[src/rtl/cpu_input_arbiter_if.sv]
// Request/data bundle between the peripherals, the arbiter and the CPU input port.
// master: the arbiter (samples requests, drives ack and the CPU-side strobe/data).
// slave: the peripheral/CPU side (drives requests, observes grant results).
interface cpu_input_arbiter_if #(
  parameter int NUM_REQ   = 4,
  parameter int BUS_WIDTH = 8
);
  localparam int ID_W = $clog2(NUM_REQ);

  logic [NUM_REQ-1:0]                req;
  logic [NUM_REQ-1:0][BUS_WIDTH-1:0] req_data;
  logic [NUM_REQ-1:0]                ack;
  logic [BUS_WIDTH-1:0]              in_port;
  logic                              ready_in;
  logic [ID_W-1:0]                   grant_id;
  logic                              busy;

  modport master (
    input  req, req_data,
    output ack, in_port, ready_in, grant_id, busy
  );

  modport slave (
    output req, req_data,
    input  ack, in_port, ready_in, grant_id, busy
  );
endinterface

[src/rtl/cpu_input_arbiter.sv]
// Round-robin share of the CPU in_port/ready_in channel between NUM_REQ sources.
// Latency: data on in_port at the grant edge, ready_in one edge later for HOLD_CYCLES, ack after.
// Backpressure: a requester holds req until its one-cycle ack; only IDLE arbitrates.
module cpu_input_arbiter #(
  parameter int NUM_REQ     = 4,
  parameter int BUS_WIDTH   = 8,
  parameter int HOLD_CYCLES = 4
) (
  input logic                 clk,
  input logic                 n_reset,
  cpu_input_arbiter_if.master bus
);
  localparam int ID_W  = $clog2(NUM_REQ);
  localparam int CNT_W = $clog2(HOLD_CYCLES);

  typedef enum logic [1:0] {IDLE, SETUP, ASSERT, RELEASE} state_t;

  state_t               state, state_nxt;
  logic [ID_W-1:0]      rr_ptr, rr_nxt;
  logic [CNT_W-1:0]     cnt, cnt_nxt;
  logic [BUS_WIDTH-1:0] in_port_q, in_port_nxt;
  logic                 ready_q, ready_nxt;
  logic [NUM_REQ-1:0]   ack_q, ack_nxt;
  logic [ID_W-1:0]      grant_q, grant_nxt;
  logic                 busy_q, busy_nxt;

  logic                 found;
  logic [ID_W-1:0]      pick;
  logic [ID_W:0]        sum;

  // Round-robin search: first set req starting at rr_ptr, wrapping modulo NUM_REQ.
  always_comb begin
    found = 1'b0;
    pick  = '0;
    sum   = '0;
    for (int i = 0; i < NUM_REQ; i++) begin
      sum = {1'b0, rr_ptr} + (ID_W+1)'(i);
      if (sum >= (ID_W+1)'(NUM_REQ)) sum = sum - (ID_W+1)'(NUM_REQ);
      if (!found && bus.req[sum[ID_W-1:0]]) begin
        found = 1'b1;
        pick  = sum[ID_W-1:0];
      end
    end
  end

  // Next-state and next-output logic; everything holds unless a state changes it.
  always_comb begin
    state_nxt   = state;
    rr_nxt      = rr_ptr;
    cnt_nxt     = cnt;
    in_port_nxt = in_port_q;
    ready_nxt   = ready_q;
    ack_nxt     = ack_q;
    grant_nxt   = grant_q;
    busy_nxt    = busy_q;
    case (state)
      IDLE: begin
        if (found) begin
          in_port_nxt = bus.req_data[pick];
          grant_nxt   = pick;
          busy_nxt    = 1'b1;
          state_nxt   = SETUP;
        end
      end
      SETUP: begin
        // Data has been stable for a full cycle before the strobe rises.
        ready_nxt = 1'b1;
        cnt_nxt   = CNT_W'(HOLD_CYCLES - 1);
        state_nxt = ASSERT;
      end
      ASSERT: begin
        if (cnt != '0) begin
          cnt_nxt = cnt - 1'b1;
        end else begin
          ready_nxt         = 1'b0;
          ack_nxt           = '0;
          ack_nxt[grant_q]  = 1'b1;
          state_nxt         = RELEASE;
        end
      end
      RELEASE: begin
        ack_nxt   = '0;
        rr_nxt    = (grant_q == ID_W'(NUM_REQ - 1)) ? '0 : grant_q + 1'b1;
        busy_nxt  = 1'b0;
        state_nxt = IDLE;
      end
    endcase
  end

  // State and registered outputs; reset aborts any transfer without an ack.
  always_ff @(posedge clk or negedge n_reset) begin
    if (!n_reset) begin
      state     <= IDLE;
      rr_ptr    <= '0;
      cnt       <= '0;
      in_port_q <= '0;
      ready_q   <= 1'b0;
      ack_q     <= '0;
      grant_q   <= '0;
      busy_q    <= 1'b0;
    end else begin
      state     <= state_nxt;
      rr_ptr    <= rr_nxt;
      cnt       <= cnt_nxt;
      in_port_q <= in_port_nxt;
      ready_q   <= ready_nxt;
      ack_q     <= ack_nxt;
      grant_q   <= grant_nxt;
      busy_q    <= busy_nxt;
    end
  end

  assign bus.in_port  = in_port_q;
  assign bus.ready_in = ready_q;
  assign bus.ack      = ack_q;
  assign bus.grant_id = grant_q;
  assign bus.busy     = busy_q;
endmodule
[src/flat_wrapper.sv]
// flat-port wrapper written by rule: the top's interface ports become plain ports
module cpu_input_arbiter_flat 
#(
  parameter int NUM_REQ     = 4,
  parameter int BUS_WIDTH   = 8,
  parameter int HOLD_CYCLES = 4
)
  (clk, n_reset, bus_req, bus_req_data, bus_ack, bus_in_port, bus_ready_in, bus_grant_id, bus_busy);
  cpu_input_arbiter_if #(.NUM_REQ(NUM_REQ), .BUS_WIDTH(BUS_WIDTH)) bus_i ();
  input logic clk;
  input logic n_reset;
  input wire logic [$bits(bus_i.req)-1:0] bus_req;
  input wire logic [$bits(bus_i.req_data)-1:0] bus_req_data;
  output wire logic [$bits(bus_i.ack)-1:0] bus_ack;
  output wire logic [$bits(bus_i.in_port)-1:0] bus_in_port;
  output wire logic [$bits(bus_i.ready_in)-1:0] bus_ready_in;
  output wire logic [$bits(bus_i.grant_id)-1:0] bus_grant_id;
  output wire logic [$bits(bus_i.busy)-1:0] bus_busy;
  assign bus_i.req = bus_req;
  assign bus_i.req_data = bus_req_data;
  assign bus_ack = bus_i.ack;
  assign bus_in_port = bus_i.in_port;
  assign bus_ready_in = bus_i.ready_in;
  assign bus_grant_id = bus_i.grant_id;
  assign bus_busy = bus_i.busy;
  cpu_input_arbiter #(.NUM_REQ(NUM_REQ), .BUS_WIDTH(BUS_WIDTH), .HOLD_CYCLES(HOLD_CYCLES)) u_core (.clk(clk), .n_reset(n_reset), .bus(bus_i));
endmodule
[config.mk]
export PLATFORM = sky130hd
export DESIGN_NAME = cpu_input_arbiter_flat
export DESIGN_NICKNAME = d
export VERILOG_FILES = /design/src/rtl/cpu_input_arbiter_if.sv /design/src/rtl/cpu_input_arbiter.sv /design/src/flat_wrapper.sv
export SDC_FILE = /design/constraint.sdc
export NUM_CORES = 1
export LEC_CHECK = 0
export CORE_ASPECT_RATIO = 0.5
export CORE_MARGIN = 1.5
export CORE_UTILIZATION = 40
export CTS_CLUSTER_DIAMETER = 50
export DETAILED_ROUTE_END_ITERATION = 8
export PLACE_DENSITY = 0.79
export SLEW_MARGIN = 10
export SYNTH_ARGS = -nofsm -noshare
export SYNTH_HDL_FRONTEND = slang
export SYNTH_SLANG_ARGS = --single-unit
[constraint.sdc]
create_clock -name clk -period 1.7 [get_ports clk]
set_input_delay 0.34 -clock clk [delete_from_list [all_inputs] [get_ports clk]]
set_output_delay 0.34 -clock clk [all_outputs]
set_load 0.1 [all_outputs]
## Word-level counts from Yosys, hierarchy flattened

Cells that the tools add are included.

| word-level totals | value |
|---|---|
| output and inout bits | 16 |
| flip-flop bits (word level) | 22 |

| cells by class | value |
|---|---|
| equality and inequality tests | 7 |
| muxes and demuxes | 36 |
| reduce and logical (&&, ||, !) cells | 18 |
| magnitude comparators | 11 |
| add/subtract/negate cells | 9 |

Operators with widths:

| kind | number |
|---|---|
| 2-bit 2-to-1 mux | 12 |
| 2-bit by 3-bit < comparator with 1-bit output (second input constant) | 6 |
| 8-bit binary-select mux with 2-bit select | 1 |
| 2-bit AND reduction | 6 |
| 1-bit 2-to-1 mux | 11 |
| 2-bit by 1-bit subtractor with 2-bit output (second input constant) | 5 |
| 3-bit greater-or-equal comparator (second input constant) | 3 |
| 1-bit binary-select mux with 2-bit select | 4 |
| 8-bit 2-to-1 mux | 1 |
| 2-bit case mux with 4 select lines | 1 |
| 4-bit case mux with 2 select lines | 1 |
| 2-bit nonzero test | 4 |
| 2-bit by 2-bit adder with 3-bit output (second input constant) | 2 |
| 2-bit equality test (second input constant) | 3 |
| 1-bit logical AND | 4 |
| 4-bit 2-to-1 mux | 1 |
| 2-bit by 1-bit inequality test with 1-bit output (second input constant) | 2 |
| 1-bit case mux with 2 select lines | 2 |
| 2-bit case mux with 2 select lines | 1 |
| 2-bit by 1-bit adder with 3-bit output (second input constant) | 1 |
| 2-bit by 3-bit greater-or-equal comparator with 1-bit output (second input constant) | 1 |
| 1-bit logical NOT | 3 |
| 2-bit by 1-bit adder with 2-bit output (second input constant) | 1 |
| 1-bit demux with 2-bit select | 1 |
| 4 further kinds | 4 |

## Longest topological paths before layout

| logic depth | value |
|---|---|
| depth after elaboration | 16 |
| depth in mapped cells | 7 |

## Worst setup path after synthesis

Ideal clock, no wire load.

| path | value |
|---|---|
| path kind | reg-to-reg |
| start point | reg u_core.grant_q[0] (netlist: u_core.bus.grant_id[0]) |
| end point | reg u_core.rr_ptr[1] |
| path buffers | 0 |
| slack | -0.135 ns |
| library setup time | 0.128 ns |
| cell stages (with the launch flop) | 4 |
| required time | 1.572 ns |
| arrival | 1.708 ns |
| path through | dfrtp_1 > inv_1 > ha_1 > mux2_1 |

| between the ends | value |
|---|---|
| word-level cells in the longest chain between the ends | 2 |

RTL lines:

| item | RTL line | RTL |
|---|---|---|
| start, declared | cpu_input_arbiter.sv:24 | `logic [ID_W-1:0] grant_q, grant_nxt;` |
| start signal, assigned | cpu_input_arbiter.sv:108 | `grant_q <= grant_nxt;` |
| 2-bit by 1-bit adder with 2-bit output / 2-bit equality test (equally long branches) | cpu_input_arbiter.sv:83 | `rr_nxt = (grant_q == ID_W'(NUM_REQ - 1)) ? '0 : grant_q + 1'b1;` |
| 2-bit 2-to-1 mux * | cpu_input_arbiter.sv:83 |  |
| end signal, assigned | cpu_input_arbiter.sv:103 | `rr_ptr <= rr_nxt;` |
| end, declared | cpu_input_arbiter.sv:19 | `logic [ID_W-1:0] rr_ptr, rr_nxt;` |

Mark *: on every way between the ends. The rest lies on a longest branch, timed or not.
A chain may end at the register's enable or synchronous reset.

## Worst setup path in the final report

| path | value |
|---|---|
| start point | in bus_req[3] |
| end point | reg u_core.in_port_q[4] (netlist: u_core.bus.in_port[4]) |

| between the ends | value |
|---|---|
| word-level cells in the longest chain between the ends | 14 |

RTL lines:

| item | RTL line | RTL |
|---|---|---|
| start, declared | flat_wrapper.sv:12 | `input wire logic [$bits(bus_i.req)-1:0] bus_req;` |
| 1-bit binary-select mux with 2-bit select | cpu_input_arbiter.sv:39 | `if (!found && bus.req[sum[ID_W-1:0]]) begin` |
| 1-bit 2-to-1 mux (not written as such) | cpu_input_arbiter.sv:39 |  |
| 1-bit 2-to-1 mux | cpu_input_arbiter.sv:39 |  |
| 1-bit logical NOT | cpu_input_arbiter.sv:39 |  |
| 1-bit logical AND | cpu_input_arbiter.sv:39 |  |
| 1-bit 2-to-1 mux | cpu_input_arbiter.sv:39 |  |
| 1-bit logical NOT | cpu_input_arbiter.sv:39 |  |
| 1-bit logical AND | cpu_input_arbiter.sv:39 |  |
| 1-bit 2-to-1 mux | cpu_input_arbiter.sv:39 |  |
| 1-bit logical NOT | cpu_input_arbiter.sv:39 |  |
| 1-bit logical AND | cpu_input_arbiter.sv:39 |  |
| 2-bit 2-to-1 mux | cpu_input_arbiter.sv:39 |  |
| 8-bit binary-select mux with 2-bit select | cpu_input_arbiter.sv:59 | `in_port_nxt = bus.req_data[pick];` |
| 8-bit 2-to-1 mux (not written as such) | cpu_input_arbiter.sv:59 |  |
| end signal, assigned | cpu_input_arbiter.sv:105 | `in_port_q <= in_port_nxt;` |
| end, declared | cpu_input_arbiter.sv:21 | `logic [BUS_WIDTH-1:0] in_port_q, in_port_nxt;` |

Parallel ways exist; a longest one is shown, timed or not. The select of a mux whose other input is x is not followed.

==> Implementation_results.wiki <==
{| class="wikitable"
! Metric !! Value
|-
| Tightest Pin Transition || ~310 ps
|-
| Critical path type || input pin to register
|-
| FILL cells || between 200 and 250
|-
| Top delay family on crit path || buffers and inverters
|-
| DR iter-0 viols || 28
|-
| Distinct cell type count after synthesis || 29
|-
| Max Freq || slightly above 600 MHz
|-
| Flops & latches, synth || 22
|-
| Wirelength, routed || approximately 3400 um
|-
| Design Power || around 0.0048 W
|-
| Standard cell with the maximum stage delay on the critical path || clkdlybuf4s50_1
|-
| Hold violation total from the final report || 0
|-
| Pre-antenna DRT Iters || 6
|-
| Post-route ant nets || 0
|-
| Count of unresolved DRC violations after routing || 1
|-
| Nets in the synthesized netlist || 183
|-
| Vias in the first global route || between 1k and 1.5k
|-
| Worst hold margin || 419.1 ps
|-
| Worst path required time || 1840 ps
|-
| Power density over the cells || about 2100 mW/mm^2
|-
| Overall via count from detail_route || roughly 1.2k
|-
| Cells along the critical path || clkdlybuf4s50_1, o22ai_2, nor2_4, clkbuf_16, mux2i_1, o221ai_1
|-
| Number of buffers and inverters on the critical path || 2
|-
| Sequential Area || 554.3 sq um
|-
| Count of final max-slew check failures || 0
|-
| Worst slack, placed || -363.2 ps
|-
| Count of max-cap constraint violations || 0
|-
| Global-route wire length before repair || roughly 5700 um
|-
| Crit. End Element || register
|-
| Drt via density || 5.084
|-
| CTS tree || built
|-
| Layout-stage area growth over the synthesis result || 69.31%
|-
| Post-route setup slack || ~60 ps
|-
| Clk buf depth || 2
|-
| Number of antenna violations at the first check in global routing || 0
|-
| Setup repair after global routing missed its margin || false
|-
| Fraction of final layout cells sized beyond drive strength 1 || 0.2111
|-
| Root buffer selected by CTS || clkbuf_8
|-
| Number of buffers inserted during clock tree synthesis || 3
|-
| Port Buffer Count || 53
|-
| Total congestion overflow after global routing || 0
|-
| Setup violations, final || 0
|-
| Site Rows || 14
|-
| Number of clock sinks || 22
|-
| Multi-input combinational cell area || 739.5 sq um
|-
| Total length of routed met3 wires || ~170 um
|-
| Die height || about 44 um
|-
| Antenna fix cells || 0
|-
| Placement-stage cell area || 0.002148 sq mm
|-
| Initial core utilization || 0.4326
|-
| Mean instance size in the synthesized netlist || ~9.9 sq um
|-
| Fin area || approximately 0.0023 sq mm
|-
| Total global-route track usage || 0.1992
|-
| Half-perimeter wire length of the detailed placement result || 2633 um
|-
| # Post-CTS Setup Buffers || 0
|-
| Final worst path period need || approximately 1600 ps
|-
| Gpl congestion || 0.7737
|-
| Wire length per cell after detailed routing || 14.22 um
|-
| Worst IR drop on VDD || 0.001372 V
|-
| Leak || around 1.0 nW
|-
| Maximum number of pins on one net before global-route repair || 23
|-
| Part of the Yosys area used for sequential elements || 0.4104
|-
| X dimension of the die || ~85 um
|-
| Skew-Pair Late Insertion Delay || roughly 270 ps
|-
| Clock transition time at the flip-flop clock pins of the worst setup and hold paths || ~80 ps
|-
| Number of levels in the clock H-tree || 1
|-
| Hold-fix buffer count after cts || 0
|-
| Status || finished with violations
|-
| Cell Area, Synth || around 0.0013 sq mm
|-
| M1 WL || ~1400 um
|-
| Final nets || 248
|-
| Sort of element at the start of the critical path || input pin
|-
| Highest fanout seen on the critical path || 8
|-
| Syn Inst Count || 135
|-
| Core box area || a little over 0.003 sq mm
|-
| Final worst path period share || 0.9649
|-
| Violated checks || design-rule violations
|-
| Skew final || around 4.7 ps
|-
| I/O pin count || 54
|-
| Worst path arrival time || 1780 ps
|-
| Die footprint || ~0.0037 sq mm
|-
| Maximum single-stage delay on the critical path || approximately 590 ps
|-
| Uppermost layer routed || met4
|-
| Warnings, synthesis || 0
|-
| Hold Path Class || input pin to asynchronous set/reset pin
|-
| Slew HR || 0.7920
|-
| Met2 wire length || approximately 1800 um
|}
[registers in the layout, summed over array words and instances, names as in the netlist]
register and flops:
u_core.bus.ack 4, u_core.bus.busy 1, u_core.bus.grant_id 2, u_core.bus.in_port 8, u_core.bus.ready_in 1, u_core.cnt 2, u_core.rr_ptr 2, u_core.state 2
[cells in the final DEF, fill, tap and decap left out, types with 6 or more instances in the layout]
master / instances
buf_12: 17
clkdlybuf4s50_1: 34
nand2_1: 19
buf_4: 11
inv_1: 8
o21ai_1: 6
nor2b_1: 6
o221ai_1: 8
mux2i_1: 17
ha_1: 10
dfrtp_1: 19
[area by class of cell]
type / instances / share of cell area
repair buffers: 66 / 0.3636
multi-input cells: 99 / 0.3256
flip-flops and latches: 22 / 0.2441
well taps: 40 / 0.02204
clock buffers: 3 / 0.01818
clock inverters: 1 / 0.01322
inverters: 8 / 0.01322
[logic make-up (layout without fill, tap and decap cells)]
| logic type | after synthesis | count (layout) | synth area share |
|---|---|---|---|
| xor+xnor | 1 | 1 | 0.006531 |
| fa+ha+maj | 10 | 10 | 0.09328 |
| mux | 19 | 19 | 0.1437 |
| buf+inv | 14 | 78 | 0.05130 |
| simple gates | 38 | 38 | 0.1381 |
| compound gates | 31 | 31 | 0.1567 |
| flops | 22 | 22 | 0.4104 |
[where the power goes]
| part | switching, W | internal (W) | total [W] |
|---|---|---|---|
| Combinational | 0.00192 | 0.00133 | 0.00325 |
| Clock | 0.000181 | 0.000315 | 0.000496 |
| Sequential | 0.000274 | 0.000764 | 0.00104 |
[worst reg2reg max path, stage by stage, from the launching register on]
cell,delay [ps]
dfrtp_2,420
mux2i_1,230
o22ai_2,130
nor2_4,170
clkbuf_16,190
mux2i_1,200
o221ai_1,130
[stage by stage]
step                        util  setup TNS [ps]  cells
after global routing      0.7324               0    239
after floorplan                -               0    135
after global placement    0.6929           -2583    234
after CTS                 0.7187               0    238
after detailed placement  0.6929           -3619    234
final                     0.7324               0    239
[path summary, 6_finish.rpt]
check	start	cells after the start	slack, ps	to
worst max-delay path	bus_req[3]	6	60	u_core.bus.in_port[4]
worst min-delay path	n_reset	2	420	u_core.state[1]
worst max register to register	u_core.rr_ptr[1]	6	100	u_core.bus.in_port[4]
worst min register to register	u_core.cnt[1]	2	560	u_core.cnt[1]
max in group asynchronous	n_reset	2	1040	u_core.rr_ptr[1]
min in group clk	bus_req[1]	3	510	u_core.bus.grant_id[0]
[metal layers]
layer | vias to the layer above | GRT usage
met5 | - | 0
met4 | 0 | 0.04918
met3 | 2 | 0.05524
met2 | 33 | 0.3744
met1 | 570 | 0.2311
li1 | 610 | -
[synth_stat cells]
| master | count | area [sq um] |
|---|---|---|
| or2_1 | 1 | 6.260 |
| ha_1 | 10 | 125.1 |
| nor2_4 | 1 | 11.26 |
| inv_1 | 8 | 30.03 |
| xor2_1 | 1 | 8.760 |
| o21a_1 | 1 | 7.510 |
| o21ai_0 | 1 | 5.000 |
| buf_1 | 1 | 3.750 |
| mux2_1 | 1 | 11.26 |
| nor2_1 | 3 | 11.26 |
| o32a_1 | 1 | 10.01 |
| o31ai_1 | 1 | 7.510 |
| mux2i_1 | 17 | 170.2 |
| clkbuf_1 | 4 | 15.01 |
| nor2b_1 | 6 | 37.54 |
| a31oi_1 | 4 | 25.02 |
| nand2_1 | 19 | 71.32 |
| mux2_2 | 1 | 11.26 |
| and2_1 | 1 | 6.260 |
| nor3_1 | 2 | 10.01 |
| o21ai_1 | 6 | 30.03 |
| o22ai_1 | 2 | 12.51 |
| nand2b_1 | 4 | 25.02 |
| a21oi_1 | 6 | 30.03 |
| o22ai_2 | 1 | 12.51 |
| nor4_1 | 1 | 6.260 |
| buf_12 | 1 | 20.02 |
| o221ai_1 | 8 | 70.07 |
| dfrtp_1 | 22 | 550.5 |
[repair_timing]
item	in CTS	in global routing
endpoints found under the setup margin	9	8
cloned	0	1
gates resized for setup	2	6
pin swaps	0	1
(Power assumes the default switching activity.)
